File: config.mk
export PLATFORM = sky130hd
export DESIGN_NAME = encrypt_pipe_shift_wb
export DESIGN_NICKNAME = d
export VERILOG_FILES = /design/src/rtl/encrypt_pipe_pkg.sv /design/src/rtl/encrypt_pipe_onehot_enc.sv /design/src/rtl/encrypt_pipe_shift_wb.sv
export SDC_FILE = /design/constraint.sdc
export NUM_CORES = 1
export LEC_CHECK = 0
export ABC_AREA = 1
export CORE_MARGIN = 2
export CORE_UTILIZATION = 52
export CTS_CLUSTER_DIAMETER = 80
export DETAILED_ROUTE_END_ITERATION = 6
export PLACE_DENSITY = 0.9
export SLEW_MARGIN = 10
export SYNTH_ARGS = -nofsm -noshare
export SYNTH_HDL_FRONTEND = slang
export SYNTH_SLANG_ARGS = --single-unit
File: constraint.sdc
create_clock -name clk -period 5.1 [get_ports clk]
set_input_delay 0.765 -clock clk [delete_from_list [all_inputs] [get_ports clk]]
set_output_delay 0.765 -clock clk [all_outputs]
set_load 0.02 [all_outputs]
File: src/rtl/encrypt_pipe_pkg.sv
// Shared constants and types for the shift-cipher pipeline.
package encrypt_pipe_pkg;

  localparam logic [7:0] ASCII_UPPER_BASE = 8'd65;
  localparam logic [7:0] ASCII_LOW_BASE   = 8'd97;
  localparam int         ALPHA_LEN        = 26;
  localparam logic [7:0] BAD_CHAR         = 8'h3F;

  typedef enum logic [1:0] {
    KEY_K1,
    KEY_K2,
    KEY_K3
  } key_sel_t;

endpackage

File: src/rtl/encrypt_pipe_onehot_enc.sv
// Collapses a 26-bit one-hot alpha vector to its index.
module encrypt_pipe_onehot_enc
  import encrypt_pipe_pkg::*;
(
  input  logic [ALPHA_LEN-1:0] i_onehot,
  output logic [4:0]           o_idx,
  output logic                 o_ok
);

  logic [ALPHA_LEN-1:0] w_low_clr;

  assign w_low_clr = i_onehot & (i_onehot - ALPHA_LEN'(1));
  assign o_ok      = (i_onehot != '0) && (w_low_clr == '0);

  always_comb begin
    o_idx = '0;
    for (int i = 0; i < ALPHA_LEN; i++) begin
      if (i_onehot[i]) o_idx = 5'(i);
    end
  end

endmodule

File: src/rtl/encrypt_pipe_shift_wb.sv
// Write-back stage: one-hot to ASCII decode, output FIFO,
// character count and key rotation.
module encrypt_pipe_shift_wb
  import encrypt_pipe_pkg::*;
#(
  parameter int DEPTH = 2,
  parameter int CNT_W = 16
) (
  input  logic             clk,
  input  logic             rst,
  input  logic             en,
  input  logic             mode,
  input  logic             shift_en,
  input  logic             is_alpha_upper_case,
  input  logic             is_alpha_low_case,
  input  logic [31:0]      extended_shift_data,
  input  logic [2:0]       rot_freq,
  output logic             stall_out,
  output logic [7:0]       dout,
  output logic             dout_valid,
  input  logic             dout_ready,
  output logic             onehot_err,
  output logic [CNT_W-1:0] char_cnt,
  output logic [1:0]       key_sel
);

  localparam int AW = $clog2(DEPTH);
  localparam logic [AW-1:0] PTR_ONE  = AW'(1);
  localparam logic [AW:0]   CNT_ONE  = (AW+1)'(1);
  localparam logic [AW:0]   CNT_FULL = (AW+1)'(DEPTH);

  logic [7:0]       r_mem [DEPTH];
  logic [AW-1:0]    r_rd_ptr;
  logic [AW-1:0]    r_wr_ptr;
  logic [AW:0]      r_count;
  logic             r_err;
  logic [CNT_W-1:0] r_cnt;
  logic [2:0]       r_rot;
  key_sel_t         r_key;

  logic             w_alpha;
  logic             w_upper;
  logic [4:0]       w_idx;
  logic             w_ok;
  logic [7:0]       w_base;
  logic [7:0]       w_byte;
  logic             w_err;
  logic             w_push;
  logic             w_pop;
  logic             w_wrap;
  logic [2:0]       w_rot_nxt;
  key_sel_t         w_key_nxt;
  logic             w_unused;

  assign w_unused = ^extended_shift_data[31:ALPHA_LEN];

  encrypt_pipe_onehot_enc u_enc (
    .i_onehot (extended_shift_data[ALPHA_LEN-1:0]),
    .o_idx    (w_idx),
    .o_ok     (w_ok)
  );

  assign w_upper = is_alpha_upper_case;
  assign w_alpha = mode & shift_en &
                   (is_alpha_upper_case | is_alpha_low_case);
  // Both case flags set decodes as upper but is still flagged.
  assign w_base  = w_upper ? ASCII_UPPER_BASE : ASCII_LOW_BASE;
  assign w_err   = w_alpha &
                   (~w_ok | (is_alpha_upper_case & is_alpha_low_case));

  always_comb begin
    w_byte = extended_shift_data[7:0];
    if (w_alpha) begin
      w_byte = w_ok ? (w_base + {3'b000, w_idx}) : BAD_CHAR;
    end
  end

  assign stall_out  = (r_count == CNT_FULL);
  assign dout_valid = (r_count != '0);
  assign dout       = dout_valid ? r_mem[r_rd_ptr] : 8'h00;
  assign w_push     = en & ~stall_out;
  assign w_pop      = dout_valid & dout_ready;

  assign onehot_err = r_err;
  assign char_cnt   = r_cnt;
  assign key_sel    = r_key;

  assign w_wrap = (r_rot == rot_freq);

  always_comb begin
    w_rot_nxt = r_rot;
    w_key_nxt = r_key;
    if (w_push && w_alpha) begin
      if (w_wrap) begin
        w_rot_nxt = 3'd0;
        unique case (r_key)
          KEY_K1:  w_key_nxt = KEY_K2;
          KEY_K2:  w_key_nxt = KEY_K3;
          default: w_key_nxt = KEY_K1;
        endcase
      end else begin
        w_rot_nxt = r_rot + 3'd1;
      end
    end
  end

  always_ff @(posedge clk or negedge rst) begin
    if (!rst) begin
      for (int i = 0; i < DEPTH; i++) r_mem[i] <= 8'h00;
      r_rd_ptr <= '0;
      r_wr_ptr <= '0;
      r_count  <= '0;
      r_err    <= 1'b0;
      r_cnt    <= '0;
      r_rot    <= 3'd0;
      r_key    <= KEY_K1;
    end else begin
      if (w_push) begin
        r_mem[r_wr_ptr] <= w_byte;
        r_wr_ptr        <= r_wr_ptr + PTR_ONE;
        r_cnt           <= r_cnt + CNT_W'(1);
      end
      if (w_pop) r_rd_ptr <= r_rd_ptr + PTR_ONE;
      if (w_push && !w_pop)      r_count <= r_count + CNT_ONE;
      else if (!w_push && w_pop) r_count <= r_count - CNT_ONE;
      r_err <= w_push & w_err;
      r_rot <= w_rot_nxt;
      r_key <= w_key_nxt;
    end
  end

endmodule

==> impl_metrics.prom <==
# TYPE chip_impl_metric gauge
chip_impl_info{name="outcome",value="finished, final reports clean"} 1
chip_impl_metric{name="synth_seq_cells",unit=""} 42
chip_impl_metric{name="initial_core_utilization",unit="%"} 54.8
chip_impl_metric{name="cp_data_arrival_time",unit="ps"} 3300
chip_impl_metric{name="grt_pass1_vias",unit=""} 2478
chip_impl_info{name="setup.worst_path.start",value="extended_shift_data[1]"} 1
chip_impl_metric{name="power.switching",unit="mW"} 0.596
chip_impl_metric{name="power.static_leakage",unit="nW"} 1.64
chip_impl_info{name="layer_carrying_the_most_global_route_usage",value="met2"} 1
chip_impl_metric{name="mappedNetlistNets",unit=""} 410
chip_impl_metric{name="clkSlewWorstSetupHoldPaths",unit="ps"} 70
chip_impl_metric{name="io_buffer_count",unit=""} 65
chip_impl_metric{name="layout-drive-gt1-share",unit="%"} 5.53
chip_impl_metric{name="finClkSkew",unit="ps"} 4.98
chip_impl_metric{name="final_cells",unit=""} 501
chip_impl_info{name="hold_path_class",value="reg2reg"} 1
chip_impl_metric{name="number_of_cells_on_the_worst_reg_to_reg_path",unit=""} 8
chip_impl_info{name="cpMostUsedCell",value="sky130_fd_sc_hd__nor2_4"} 1
chip_impl_metric{name="ant_nets",unit=""} 0
chip_impl_metric{name="mappedNetlistArea",unit="um^2"} 2640
chip_impl_info{name="endpoint",value="r_mem[8]$_DFFE_PN0P_"} 1
chip_impl_metric{name="vias_per_cell",unit=""} 5.12
chip_impl_metric{name="core.rowCount",unit=""} 25
chip_impl_metric{name="fmax",unit="MHz"} 318
chip_impl_metric{name="grt_first_pass_wirelength",unit="mm"} 10.4
chip_impl_metric{name="ys_async_sr_fraction",unit="%"} 100
chip_impl_metric{name="synthesis.instances",unit=""} 363
chip_impl_metric{name="critical_path.n_buffers_inverters",unit=""} 1
chip_impl_metric{name="final_util",unit="%"} 71.6
chip_impl_metric{name="power-per-cell-area",unit="nW/um^2"} 426
chip_impl_info{name="grt_setup_unrepaired",value="false"} 1
chip_impl_info{name="reg2reg_to",value="char_cnt[15]$_DFFE_PN0P_"} 1
chip_impl_metric{name="final_period_minus_worst_setup_slack",unit="ps"} 3150
chip_impl_metric{name="vdd_ir_drop_max",unit="mV"} 0.225
chip_impl_metric{name="area_growth_syn_to_layout",unit="%"} 30.6
chip_impl_metric{name="post_cts_resized",unit=""} 0
chip_impl_metric{name="worst_slew_slack_as_a_fraction_of_its_limit",unit="%"} 39.3
chip_impl_metric{name="drcViolationCount",unit=""} 0
chip_impl_metric{name="clock_tree.htree_level_count",unit=""} 2
chip_impl_metric{name="post-route-period-util",unit="%"} 61.7
chip_impl_info{name="setup.worst_path.start_class",value="input pin"} 1
chip_impl_metric{name="io-pin-count",unit=""} 72
chip_impl_metric{name="clock_tree.buffer_depth",unit=""} 2
chip_impl_metric{name="final_max_slew_viol_count",unit=""} 0
chip_impl_info{name="cpLargestDelayFamily",value="simple AND/OR/NAND/NOR gates"} 1
chip_impl_metric{name="postRouteWirelength",unit="mm"} 6.18
chip_impl_metric{name="postCtsSetupBuffers",unit=""} 0
chip_impl_metric{name="detail_route.first_pass.iterations",unit=""} 4
chip_impl_metric{name="cell_internal_pwr",unit="mW"} 0.873
chip_impl_metric{name="clk_latency",unit="ps"} 290
chip_impl_metric{name="power.share.sequential",unit="%"} 38.6
chip_impl_info{name="reg2reg_from",value="r_count[1]$_DFFE_PN0P_"} 1
chip_impl_info{name="worst_setup_path_class",value="in2reg"} 1
chip_impl_metric{name="worst_pin_slew",unit="ps"} 911
chip_impl_metric{name="report.final.hold_viol_count",unit=""} 0
chip_impl_metric{name="dr.first_iter.drc_count",unit=""} 121
chip_impl_metric{name="grt.met2_usage",unit="%"} 41.0
chip_impl_metric{name="hpwl",unit="mm"} 4.88
chip_impl_metric{name="required",unit="ps"} 5250
chip_impl_metric{name="cts.sinks",unit=""} 42
chip_impl_metric{name="grt_max_degree",unit=""} 43
chip_impl_metric{name="globalRouteOverflowTotal",unit=""} 0
chip_impl_metric{name="globalRouteMet1Util",unit="%"} 30.4
chip_impl_metric{name="antenna-diode-count",unit=""} 0
chip_impl_metric{name="worst-path-max-fanout",unit=""} 5
chip_impl_metric{name="path_depth",unit=""} 15
chip_impl_metric{name="layout.nets",unit=""} 480
chip_impl_info{name="cp_cell_sequence",value="clkdlybuf4s50_1 -> nor2_2 -> nand3_2 -> nor2_4 -> nand2_4 -> nor2_4 -> nand3_2 -> o21ai_1 -> nand4_1 -> a2111oi_1 -> nand2_1 -> nor2_4 -> nand2_1 -> o21ai_1 -> o21ai_0"} 1
chip_impl_metric{name="die_w",unit="um"} 75.3
chip_impl_metric{name="chipHeight",unit="um"} 75.3
chip_impl_metric{name="routed_wire_length_per_instance",unit="um"} 12.3
chip_impl_metric{name="synthDistinctLibCells",unit=""} 32
chip_impl_metric{name="routed-via-count",unit=""} 2565
chip_impl_metric{name="grt_antenna_before_repair",unit=""} 0
chip_impl_info{name="cp_slowest_cell",value="sky130_fd_sc_hd__clkdlybuf4s50_1"} 1
chip_impl_metric{name="gp_congestion",unit=""} 0.879
chip_impl_info{name="clk_root_buffer_cell",value="sky130_fd_sc_hd__clkbuf_8"} 1
chip_impl_metric{name="share_clk_of_total_power",unit="%"} 14.2
chip_impl_info{name="kind_of_end_point_of_the_critical_path",value="flop"} 1
chip_impl_metric{name="maxCapViolCount",unit=""} 0
chip_impl_metric{name="power.share.switching",unit="%"} 40.6
chip_impl_metric{name="grt_usage",unit="%"} 23.6
chip_impl_metric{name="placedCellCount",unit=""} 493
chip_impl_metric{name="synth.yosys.seq_area_share",unit="%"} 39.8
chip_impl_metric{name="number_of_enable_type_register_cells_in_the_synthesized_netlist",unit=""} 0
chip_impl_metric{name="n_fill_cell",unit=""} 399
chip_impl_info{name="postSynth.topFlopCell",value="sky130_fd_sc_hd__dfrtp_1"} 1
chip_impl_metric{name="setup-tns-final",unit="ps"} 0
chip_impl_metric{name="cts_inserted_buffers",unit=""} 5
chip_impl_metric{name="syn-mean-instance-area",unit="um^2"} 7.28
chip_impl_metric{name="cts_hold_buffers",unit=""} 0
chip_impl_info{name="most_frequent_cells_in_the_layout",value="sky130_fd_sc_hd__nand2_1, sky130_fd_sc_hd__clkdlybuf4s50_1, sky130_fd_sc_hd__inv_1"} 1
chip_impl_info{name="layout.cells.most_common",value="sky130_fd_sc_hd__nand2_1"} 1
chip_impl_metric{name="setup_violations",unit=""} 0
chip_impl_metric{name="combPwrFrac",unit="%"} 47.2
chip_impl_metric{name="synthesis.yosys.warnings",unit=""} 0
chip_impl_metric{name="globalRouteMet3Util",unit="%"} 4.02
chip_impl_metric{name="cp_slowest_stage_delay",unit="ps"} 480
chip_impl_metric{name="die-area",unit="um^2"} 5670
chip_impl_metric{name="floorplan.core_area",unit="um^2"} 4820
chip_impl_metric{name="rrSetupSlack",unit="ps"} 3010
chip_impl_info{name="cts_tree",value="yes"} 1
[worst min-delay path by stage]
stage | startpoint | end | depth (start not counted)
CTS | r_mem[15]$_DFFE_PN0P_ | r_mem[15]$_DFFE_PN0P_ | 2
finish | r_mem[15]$_DFFE_PN0P_ | r_mem[15]$_DFFE_PN0P_ | 2
global placement | r_mem[15]$_DFFE_PN0P_ | r_mem[15]$_DFFE_PN0P_ | 2
floorplan | r_mem[15]$_DFFE_PN0P_ | r_mem[15]$_DFFE_PN0P_ | 2
global route | r_mem[15]$_DFFE_PN0P_ | r_mem[15]$_DFFE_PN0P_ | 2
detailed placement | r_mem[15]$_DFFE_PN0P_ | r_mem[15]$_DFFE_PN0P_ | 2
[state kept, by name (all words and copies together) (netlist names)]
register / flops
key_sel: 2
r_count: 2
r_rot: 3
r_wr_ptr: 1
r_rd_ptr: 1
char_cnt: 16
onehot_err: 1
r_mem: 16
[logic make-up after synthesis]
kind of cell,synth area share [%]
and+or+nand+nor,30.0
AOI/OAI and AO/OA,13.4
buffers and inverters,7.25
DFF,39.8
xor gates and xnor gates,7.63
adders and majority gates,1.89
[per-stage QoR]
step           hold slack, ps  area [um^2]  setup slack (ps)  power (mW)
6_report                  480         3450              1950        1.47
5_1_grt                   496         3450              1620        1.59
4_1_cts                   475         3450              1940        1.48
3_5_place_dp              457         3360              1670        1.27
3_3_place_gp              450         3360              1720        1.24
2_1_floorplan             437         2640              2540       0.967
[power groups by stage]
stage                     Clock, mW  Combinational, mW  Sequential, mW
final                         0.208              0.693           0.568
after global routing          0.227              0.774           0.585
after CTS                     0.211              0.700           0.566
after detailed placement          0              0.696           0.571
after global placement            0              0.674           0.563
after floorplan                   0              0.385           0.582
[cells in the mapped netlist, drive strengths merged (2+ instances only)]
library cell,count,area [um^2]
o22ai,3,31.3
xnor2,10,87.6
o21ai,31,170
nand3,18,100
nor4,3,18.8
nand4,3,18.8
xor2,13,114
o2111ai,2,17.5
nand2,104,398
nor3,6,35.0
inv,49,184
clkbuf,2,7.51
dfrtp,42,1050
ha,4,50.1
nor2,44,193
a21oi,22,110
[tightest hold or removal path, stage by stage, from the launching register on]
cell and delay (ps):
sky130_fd_sc_hd__dfrtp_1 340, sky130_fd_sc_hd__nand2_1 60, sky130_fd_sc_hd__nand2_1 50
[layer usage]
metal	routed length (um)	share of wire (%)	vias to the layer above
met3	260	4.2	8
met1	2750	45	1174
met2	3100	50	71
met5	0	0	-
li1	-	-	1312
met4	66	1.1	0
[layout make-up]
type | instances | area (um^2) | share of cell area [%]
multi-input cells | 270 | 1400 | 40.6
flip-flops and latches | 42 | 1050 | 30.5
repair buffers | 65 | 646 | 18.7
inverters | 49 | 184 | 5.33
well taps | 67 | 83.8 | 2.43
clock buffers | 6 | 72.6 | 2.10
clock inverters | 2 | 13.8 | 0.399
Note: power is estimated with default switching activity, not from simulation.
